`src/rtl/sum_acc_pkg.sv`:
```
// sum_acc_pkg: shared types and constants for the sum accumulator slice
package sum_acc_pkg;
  typedef enum logic {IDLE, SEND} state_t;
  localparam int CNT_W = 8;
  localparam logic [CNT_W-1:0] CNT_MAX = 8'hFF;
endpackage

```
`src/rtl/sum_accumulator_if.sv`:
```
// sum_accumulator_if: sample input and byte-serial frame output handshakes
interface sum_accumulator_if;
  logic [7:0] in_data;
  logic in_valid;
  logic in_ready;
  logic [7:0] out_byte;
  logic out_valid;
  logic out_ready;
  logic out_last;
  modport master (
    output in_data, in_valid, out_ready,
    input in_ready, out_byte, out_valid, out_last
  );
  modport slave (
    input in_data, in_valid, out_ready,
    output in_ready, out_byte, out_valid, out_last
  );
endinterface

```
`src/rtl/sum_frame_tx.sv`:
```
// sum_frame_tx: snapshot registers and byte-serial frame sender
module sum_frame_tx
  import sum_acc_pkg::*;
#(
  parameter int ACC_W = 16
) (
  input  logic             clk,
  input  logic             rst_n,
  input  logic             ena,
  input  logic             snap,
  input  logic [ACC_W-1:0] acc_in,
  input  logic [CNT_W-1:0] cnt_in,
  input  logic             out_ready,
  output logic [7:0]       out_byte,
  output logic             out_valid,
  output logic             out_last,
  output logic             busy
);
  localparam int NB = ACC_W / 8;
  localparam int IW = $clog2(NB + 1);
  localparam logic [IW-1:0] LAST = IW'(NB);
  state_t state, state_d;
  logic [IW-1:0] idx, idx_d;
  logic [NB:0][7:0] frame;
  logic load;
  assign busy      = state == SEND;
  assign out_valid = ena & busy;
  assign out_last  = busy & (idx == LAST);
  assign out_byte  = frame[idx];
  always_comb begin
    state_d = state;
    idx_d   = idx;
    load    = 1'b0;
    if (state == IDLE) begin
      if (snap) begin
        state_d = SEND;
        idx_d   = '0;
        load    = 1'b1;
      end
    end else if (out_ready) begin
      state_d = out_last ? IDLE : SEND;
      idx_d   = out_last ? '0 : idx + 1'b1;
    end
  end
  always_ff @(posedge clk) begin
    if (!rst_n) begin
      state <= IDLE;
      idx   <= '0;
      frame <= '0;
    end else if (ena) begin
      state <= state_d;
      idx   <= idx_d;
      if (load) frame <= {cnt_in, acc_in};
    end
  end
endmodule

```
`src/rtl/sum_accumulator.sv`:
```
// sum_accumulator: saturating running total and sample count with framed readout
module sum_accumulator
  import sum_acc_pkg::*;
#(
  parameter int ACC_W = 16
) (
  input  logic clk,
  input  logic rst_n,
  input  logic ena,
  input  logic clr,
  input  logic snap,
  sum_accumulator_if.slave bus,
  output logic busy,
  output logic ovf
);
  logic [ACC_W-1:0] acc, acc_next;
  logic [CNT_W-1:0] count, count_next;
  logic [ACC_W:0] sum;
  logic accept;
  assign bus.in_ready = ena & ~clr;
  assign accept       = bus.in_valid & bus.in_ready;
  assign sum          = {1'b0, acc} + {{(ACC_W - 7){1'b0}}, bus.in_data};
  assign acc_next     = !accept ? acc : sum[ACC_W] ? '1 : sum[ACC_W-1:0];
  assign count_next   = accept && count != CNT_MAX ? count + 1'b1 : count;
  always_ff @(posedge clk) begin
    if (!rst_n) begin
      acc   <= '0;
      count <= '0;
      ovf   <= 1'b0;
    end else if (ena) begin
      acc   <= clr ? '0 : acc_next;
      count <= clr ? '0 : count_next;
      ovf   <= !clr & (ovf | (accept & sum[ACC_W]));
    end
  end
  sum_frame_tx #(.ACC_W(ACC_W)) u_tx (
    .clk      (clk),
    .rst_n    (rst_n),
    .ena      (ena),
    .snap     (snap),
    .acc_in   (acc_next),
    .cnt_in   (count_next),
    .out_ready(bus.out_ready),
    .out_byte (bus.out_byte),
    .out_valid(bus.out_valid),
    .out_last (bus.out_last),
    .busy     (busy)
  );
endmodule

```
`src/flat_wrapper.sv`:
```
// flat-port wrapper written by rule: the top's interface ports become plain ports
module sum_accumulator_flat import sum_acc_pkg::*;
#(
  parameter int ACC_W = 16
)
  (clk, rst_n, ena, clr, snap, busy, ovf, bus_in_data, bus_in_valid, bus_out_ready, bus_in_ready, bus_out_byte, bus_out_valid, bus_out_last);
  sum_accumulator_if bus_i ();
  input  logic clk;
  input  logic rst_n;
  input  logic ena;
  input  logic clr;
  input  logic snap;
  output logic busy;
  output logic ovf;
  input wire logic [$bits(bus_i.in_data)-1:0] bus_in_data;
  input wire logic [$bits(bus_i.in_valid)-1:0] bus_in_valid;
  input wire logic [$bits(bus_i.out_ready)-1:0] bus_out_ready;
  output wire logic [$bits(bus_i.in_ready)-1:0] bus_in_ready;
  output wire logic [$bits(bus_i.out_byte)-1:0] bus_out_byte;
  output wire logic [$bits(bus_i.out_valid)-1:0] bus_out_valid;
  output wire logic [$bits(bus_i.out_last)-1:0] bus_out_last;
  assign bus_i.in_data = bus_in_data;
  assign bus_i.in_valid = bus_in_valid;
  assign bus_i.out_ready = bus_out_ready;
  assign bus_in_ready = bus_i.in_ready;
  assign bus_out_byte = bus_i.out_byte;
  assign bus_out_valid = bus_i.out_valid;
  assign bus_out_last = bus_i.out_last;
  sum_accumulator #(.ACC_W(ACC_W)) u_core (.clk(clk), .rst_n(rst_n), .ena(ena), .clr(clr), .snap(snap), .bus(bus_i), .busy(busy), .ovf(ovf));
endmodule
```
`config.mk`:
```
export PLATFORM = sky130hd
export DESIGN_NAME = sum_accumulator_flat
export DESIGN_NICKNAME = d
export VERILOG_FILES = /design/src/rtl/sum_acc_pkg.sv /design/src/rtl/sum_accumulator_if.sv /design/src/rtl/sum_frame_tx.sv /design/src/rtl/sum_accumulator.sv /design/src/flat_wrapper.sv
export SDC_FILE = /design/constraint.sdc
export NUM_CORES = 1
export LEC_CHECK = 0
export BUFFER_PORTS_ARGS = -buffer_cell sky130_fd_sc_hd__buf_2
export CORE_ASPECT_RATIO = 1.75
export CORE_UTILIZATION = 52
export CTS_BUF_LIST = sky130_fd_sc_hd__clkbuf_4
export DETAILED_ROUTE_END_ITERATION = 10
export GPL_TIMING_DRIVEN = 0
export PLACE_DENSITY = 0.71
export SYNTH_ARGS = -nofsm -noshare
export SYNTH_HDL_FRONTEND = slang
export SYNTH_HIERARCHICAL = 1
export SYNTH_SLANG_ARGS = --single-unit
```
`constraint.sdc`:
```
create_clock -name clk -period 2.85 [get_ports clk]
set_input_delay 0.4275 -clock clk [delete_from_list [all_inputs] [get_ports clk]]
set_output_delay 0.4275 -clock clk [all_outputs]
set_load 0.02 [all_outputs]
```
-- After elaboration in Yosys (flattened, before gate mapping)
Cells that the tools add are included.
- register bits after elaboration: 52
- output and inout bits: 13
- add/subtract/negate cells: 3
- $lt $le $gt $ge: 1
- equality and inequality tests: 3
- mux-type cells: 16
- bitwise operators: 8
- reductions and logical operators: 5
- operators by type and width (cell ; number):
    $mux 16 ; 3
    $mux 8 ; 3
    $add 16x8->17 ; 1
    $bmux 8 s2 ; 1
    $add 8x1->8 const B ; 1
    $mux 2 ; 4
    $ne 8x8->1 const B ; 1
    $and 1x1->1 ; 6
    $mux 1 ; 5
    $lt 2x3->1 const B ; 1
    $reduce_and 3->1 ; 1
    $add 2x1->2 const B ; 1
    $eq 2x2->1 const B ; 1
    $ne 2x2->1 const B ; 1
    $reduce_and 2->1 ; 1
    $reduce_bool 2->1 ; 1
    $logic_and 1x1->1 ; 1
    $logic_not 1->1 ; 1
    $not 1->1 ; 1
    $or 1x1->1 ; 1

-- Depth between registers and ports, before layout
- word-level depth: 6
- mapped depth: 10
- mapped depth without buffers: 9

-- Hierarchy
The synthesis kept the hierarchy.
- by module, submodules not included (module ; instances ; cells each ; area each (sq um) ; seq. area each (sq um)):
    sum_accumulator ; 1 ; 235 ; 1925.6 ; 500.5
    sum_frame_tx ; 1 ; 150 ; 1297.5 ; 540.5

-- Worst setup path after synthesis
No wires, ideal clock.
- kind: input to register
- from: input bus_in_data[0]
- to: register u_core/u_tx/frame[13] (netlist bit)
- setup time: 125 ps
- arrival time: 2164 ps
- required time: 2725 ps
- slack: 561 ps
- cell stages on the path: 9
- path buffers: 0
- cell sequence: ha_1 fa_1 a211oi_2 o211ai_2 and2_4 a211oi_1 a21oi_1 nand2_1 a21oi_2
- longest elaborated chain between the ends: 3
- RTL lines (item ; line ; text):
    start, declared ; flat_wrapper.sv:15 ; input wire logic [$bits(bus_i.in_data)-1:0] bus_in_data;
    $add 16x8->17 ; sum_accumulator.sv:22 ; assign sum = {1'b0, acc} + {{(ACC_W - 7){1'b0}}, bus.in_data};
    $mux 16 (2 in a row) ; sum_accumulator.sv:23 ; assign acc_next = !accept ? acc : sum[ACC_W] ? '1 : sum[ACC_W-1:0];
    net u_core.acc_next[13] ; sum_accumulator.sv:16 ; logic [ACC_W-1:0] acc, acc_next;
    end signal, assigned ; sum_frame_tx.sv:53 ; if (load) frame <= {cnt_in, acc_in};
    end, declared ; sum_frame_tx.sv:24 ; logic [NB:0][7:0] frame;
The timed path passes the listed nets, and every way through them passes these cells.
A chain may end at the register's enable or synchronous reset.

-- Worst setup path after layout
- from: register u_core.acc[0]
- to: register u_core/u_tx/frame[7] (netlist bit)
- longest elaborated chain between the ends: 3
- RTL lines (item ; line ; text):
    start, declared ; sum_accumulator.sv:16 ;
    start signal, assigned ; sum_accumulator.sv:31 ; acc <= clr ? '0 : acc_next;
    $add 16x8->17 ; sum_accumulator.sv:22 ;
    $mux 16 (2 in a row) ; sum_accumulator.sv:23 ;
    net u_core.acc_next[7] ; sum_accumulator.sv:16 ;
The timed path passes the listed nets, and every way through them passes these cells.

==> results_dict.tcl <==
set metrics [dict create \
    power.leakage_nw 1.39 \
    worst_pin_slew_ns 0.631 \
    cp.arrival_ns 2.85 \
    place_congestion 0.830 \
    placeableCoreArea_sq_um 5930 \
    cts.htree.levels 2 \
    setup_viol 0 \
    clk-insertion-delay-late_ns 0.40 \
    drt-pass1-iter-count 4 \
    report.final.slew_viol_count 0 \
    worstSetupPathType "reg2reg" \
    antenna_found_initial 0 \
    die_area_sq_um 6530 \
    final.fill_count 601 \
    r2r-end "u_core/u_tx/frame[7]$_SDFFE_PN0P_" \
    ys_top_cells_by_area "dfxtp_1 (32%), nand2_1 (9.4%), a21oi_2 (5.4%), ha_1 (3.5%), mux2i_1 (3.1%)" \
    cts_sink_cnt 52 \
    layout-drive-gt1-share_pct 23.9 \
    synth.distinct_cells 66 \
    insertedDiodeCount 0 \
    synthesis.area_per_instance_sq_um 8.37 \
    final-hold-violation-count 0 \
    post_synth_edffs 0 \
    synth_top_cells_by_count "nand2_1 (81), dfxtp_1 (52), a21oi_2 (20)" \
    ctsHoldBuffers 0 \
    via_count_of_the_first_global_routing_pass 2742 \
    ff2ff_path_depth 10 \
    r2r_start "u_core/acc[0]$_SDFFE_PN0P_" \
    routed_wirelength_normalized_by_instance_count_um 14.8 \
    cp-startpoint "u_core/acc[0]$_SDFFE_PN0P_" \
    ys_seq_elements 52 \
    netlist_area_sq_um 3220 \
    synthesis.instances 385 \
    crit_path_cell_trace "ha_1, fa_1, a211oi_2, o211ai_2, and3b_1, buf_2, nor2_1, a21oi_1, nand2_2, a21oi_2" \
    timing.critical_path.depth 10 \
    drt-total-wl_um 7340 \
    async_reset_ff_share_pct 0 \
    setup.worst_path.end "u_core/u_tx/frame[7]$_SDFFE_PN0P_" \
    whs_ns 0.234 \
    cts_inserted_buffers 5 \
    number_of_standard_cell_rows_in_the_floorplan 37 \
    mappedNetlistNets 410 \
    synth_largest_area_cell "dfxtp_1" \
    worst_ep_required_time_ns 3.16 \
    min-delay-path-class "in2reg" \
    overflow 0 \
    grt_max_degree 19 \
    preCtsSetupSlack_ns 0.130 \
    place.port_buffers 26 \
    buffers_from_clock_root_to_sink_at_most 2 \
    start_kind "flip-flop" \
    ys_seq_area_share_pct 32.3 \
    finalSetupTns_ns 0 \
    vdd_ir_drop_max_uv 190 \
    half_perimeter_wire_length_after_detailed_placement_um 5810 \
    synth_top_flop_cell "dfxtp_1" \
    slew-limit-headroom_pct 57.8 \
    share_of_the_synthesized_area_in_the_top_cell_type_pct 32.3 \
    final.period_utilization_pct 89.1 \
    top_fanout_value_on_the_critical_path 8 \
    finish.instance_area_sq_um 3510 \
    initial_utilization_pct 54.4 \
    die_h_um 106 \
    finalCriticalPeriod_ns 2.54 \
    placement.cell_area_sq_um 3450 \
    die_x_um 61.5 \
    synth_most_common_cell "nand2_1" \
    post_cts_buffers 0 \
    finalCoreUtilization_pct 59.3 \
    power_per_unit_of_standard_cell_area_nw_per_um2 369 \
    worst_path_dominant_cell_family "compound AO/OA/AOI/OAI gates" \
    area.sequential_sq_um 1040 \
    grtUsageTotal_pct 24.8 \
    cap_violations 0 \
    grt_first_pass_wirelength_um 12200 \
    setup_ws_ns 0.311 \
    achievable-frequency_ghz 0.394 \
    tritoncts "yes" \
    cell_at_the_root_of_the_clock_tree "clkbuf_4" \
    grt_setup_unrepaired "false" \
    ant_nets 0 \
    cts_resized 0 \
    multi_input_comb_area_sq_um 2010 \
    num-nets-final 443 \
    timing.critical_path.slowest_stage_cell "fa_1" \
    fin_worst_skew_ns 0.0184 \
    route.vias.total 2791 \
    endpoint_kind "flip-flop" \
    top_level_ports 28 \
    critical-path-max-stage-delay_ns 0.43 \
    status "finished, final reports clean" \
    post-route-drc-count 0 \
    count_of_yosys_warnings_during_synthesis 6 \
    routed_via_density 5.62 \
    r2r_setup_slack_ns 0.31 \
    path_clk_slew_ns 0.17 \
    crit_buf_inv 1 \
    areaGrowthSynthToFinish_pct 9.01 \
    iteration_0_drc_count_of_the_detailed_router 115 \
]
==> cells by family after synthesis <==
group	count (synthesis)	synth area share, %
AO/OA/AOI/OAI	115	26.2
buffers and inverters	25	5.28
flip-flops	52	32.3
XOR/XNOR	11	3.22
multiplexers	13	4.15
AND/OR/NAND/NOR	159	24.8
adder cells (fa/ha/maj)	10	4.11
==> sequential cells by signal, summed over array words and instances, names as in the netlist <==
name / cells
u_core/acc: 16
u_core/count: 8
u_core/u_tx/frame: 24
u_core/u_tx/idx: 2
u_core/ovf: 1
u_core/u_tx/busy: 1
==> cell type report <==
type                            count  share of cell area, %
Inverter                            5                  0.534
Sequential cell                    52                   29.6
Tap cell                           78                   2.78
Clock inverter                      3                  0.712
Timing Repair Buffer               26                   3.70
Clock buffer                        5                   1.07
Buffer                             20                   4.31
Multi-Input combinational cell    308                   57.3
==> worst min path at each step <==
stage	endpoint	depth (start not counted)	slack (ns)	from
detailed placement	u_core/u_tx/frame[20]$_SDFFE_PN0P_	2	0.45	u_core/u_tx/frame[20]$_SDFFE_PN0P_
CTS	u_core/u_tx/busy$_SDFFE_PN0P_	2	0.22	bus_out_ready
global route	u_core/u_tx/busy$_SDFFE_PN0P_	2	0.22	bus_out_ready
finish	u_core/u_tx/busy$_SDFFE_PN0P_	2	0.23	bus_out_ready
floorplan	u_core/u_tx/frame[17]$_SDFFE_PN0P_	2	0.44	u_core/u_tx/frame[17]$_SDFFE_PN0P_
global placement	u_core/u_tx/frame[20]$_SDFFE_PN0P_	2	0.44	u_core/u_tx/frame[20]$_SDFFE_PN0P_
==> report_power, final <==
| group | internal, mW | switching (mW) |
|---|---|---|
| Clock | 0.103 | 0.262 |
| Combinational | 0.0705 | 0.116 |
| Sequential | 0.737 | 0.00883 |
| Total | 0.910 | 0.387 |
==> placed cells by master, fill, tap and decap left out, drive strengths merged, types with 2 or more instances in the layout <==
master,instances
a22oi,4
nor2b,6
and3,4
nand3,7
mux2i,10
a31oi,10
mux2,3
nor2,19
and4,3
nand4,2
a21oi,38
nand3b,3
a41oi,3
nand2b,4
nand2,92
a41o,2
nor3,4
a22o,2
xor2,6
and2,8
o21ai,28
a311oi,3
buf,41
a21boi,3
inv,7
dfxtp,52
xnor2,5
ha,9
clkbuf,10
and3b,3
o31ai,3
a211oi,5
o211ai,9
==> through the flow <==
| stage | std cells | power, mW |
|---|---|---|
| after floorplan | 385 | 0.895 |
| after global placement | 489 | 0.944 |
| after detailed placement | 489 | 0.947 |
| after CTS | 497 | 1.32 |
| after global routing | 497 | 1.35 |
| final | 497 | 1.30 |
==> layer usage <==
layer / wire (um) / track usage, % / up-vias
li1: - / - / 1445
met1: 3040 / 27.4 / 1275
met2: 3870 / 44.4 / 59
met3: 245 / 3.04 / 12
met4: 181 / 11.4 / 0
met5: 0 / 0 / -
Power figures use the tool's default switching activity.
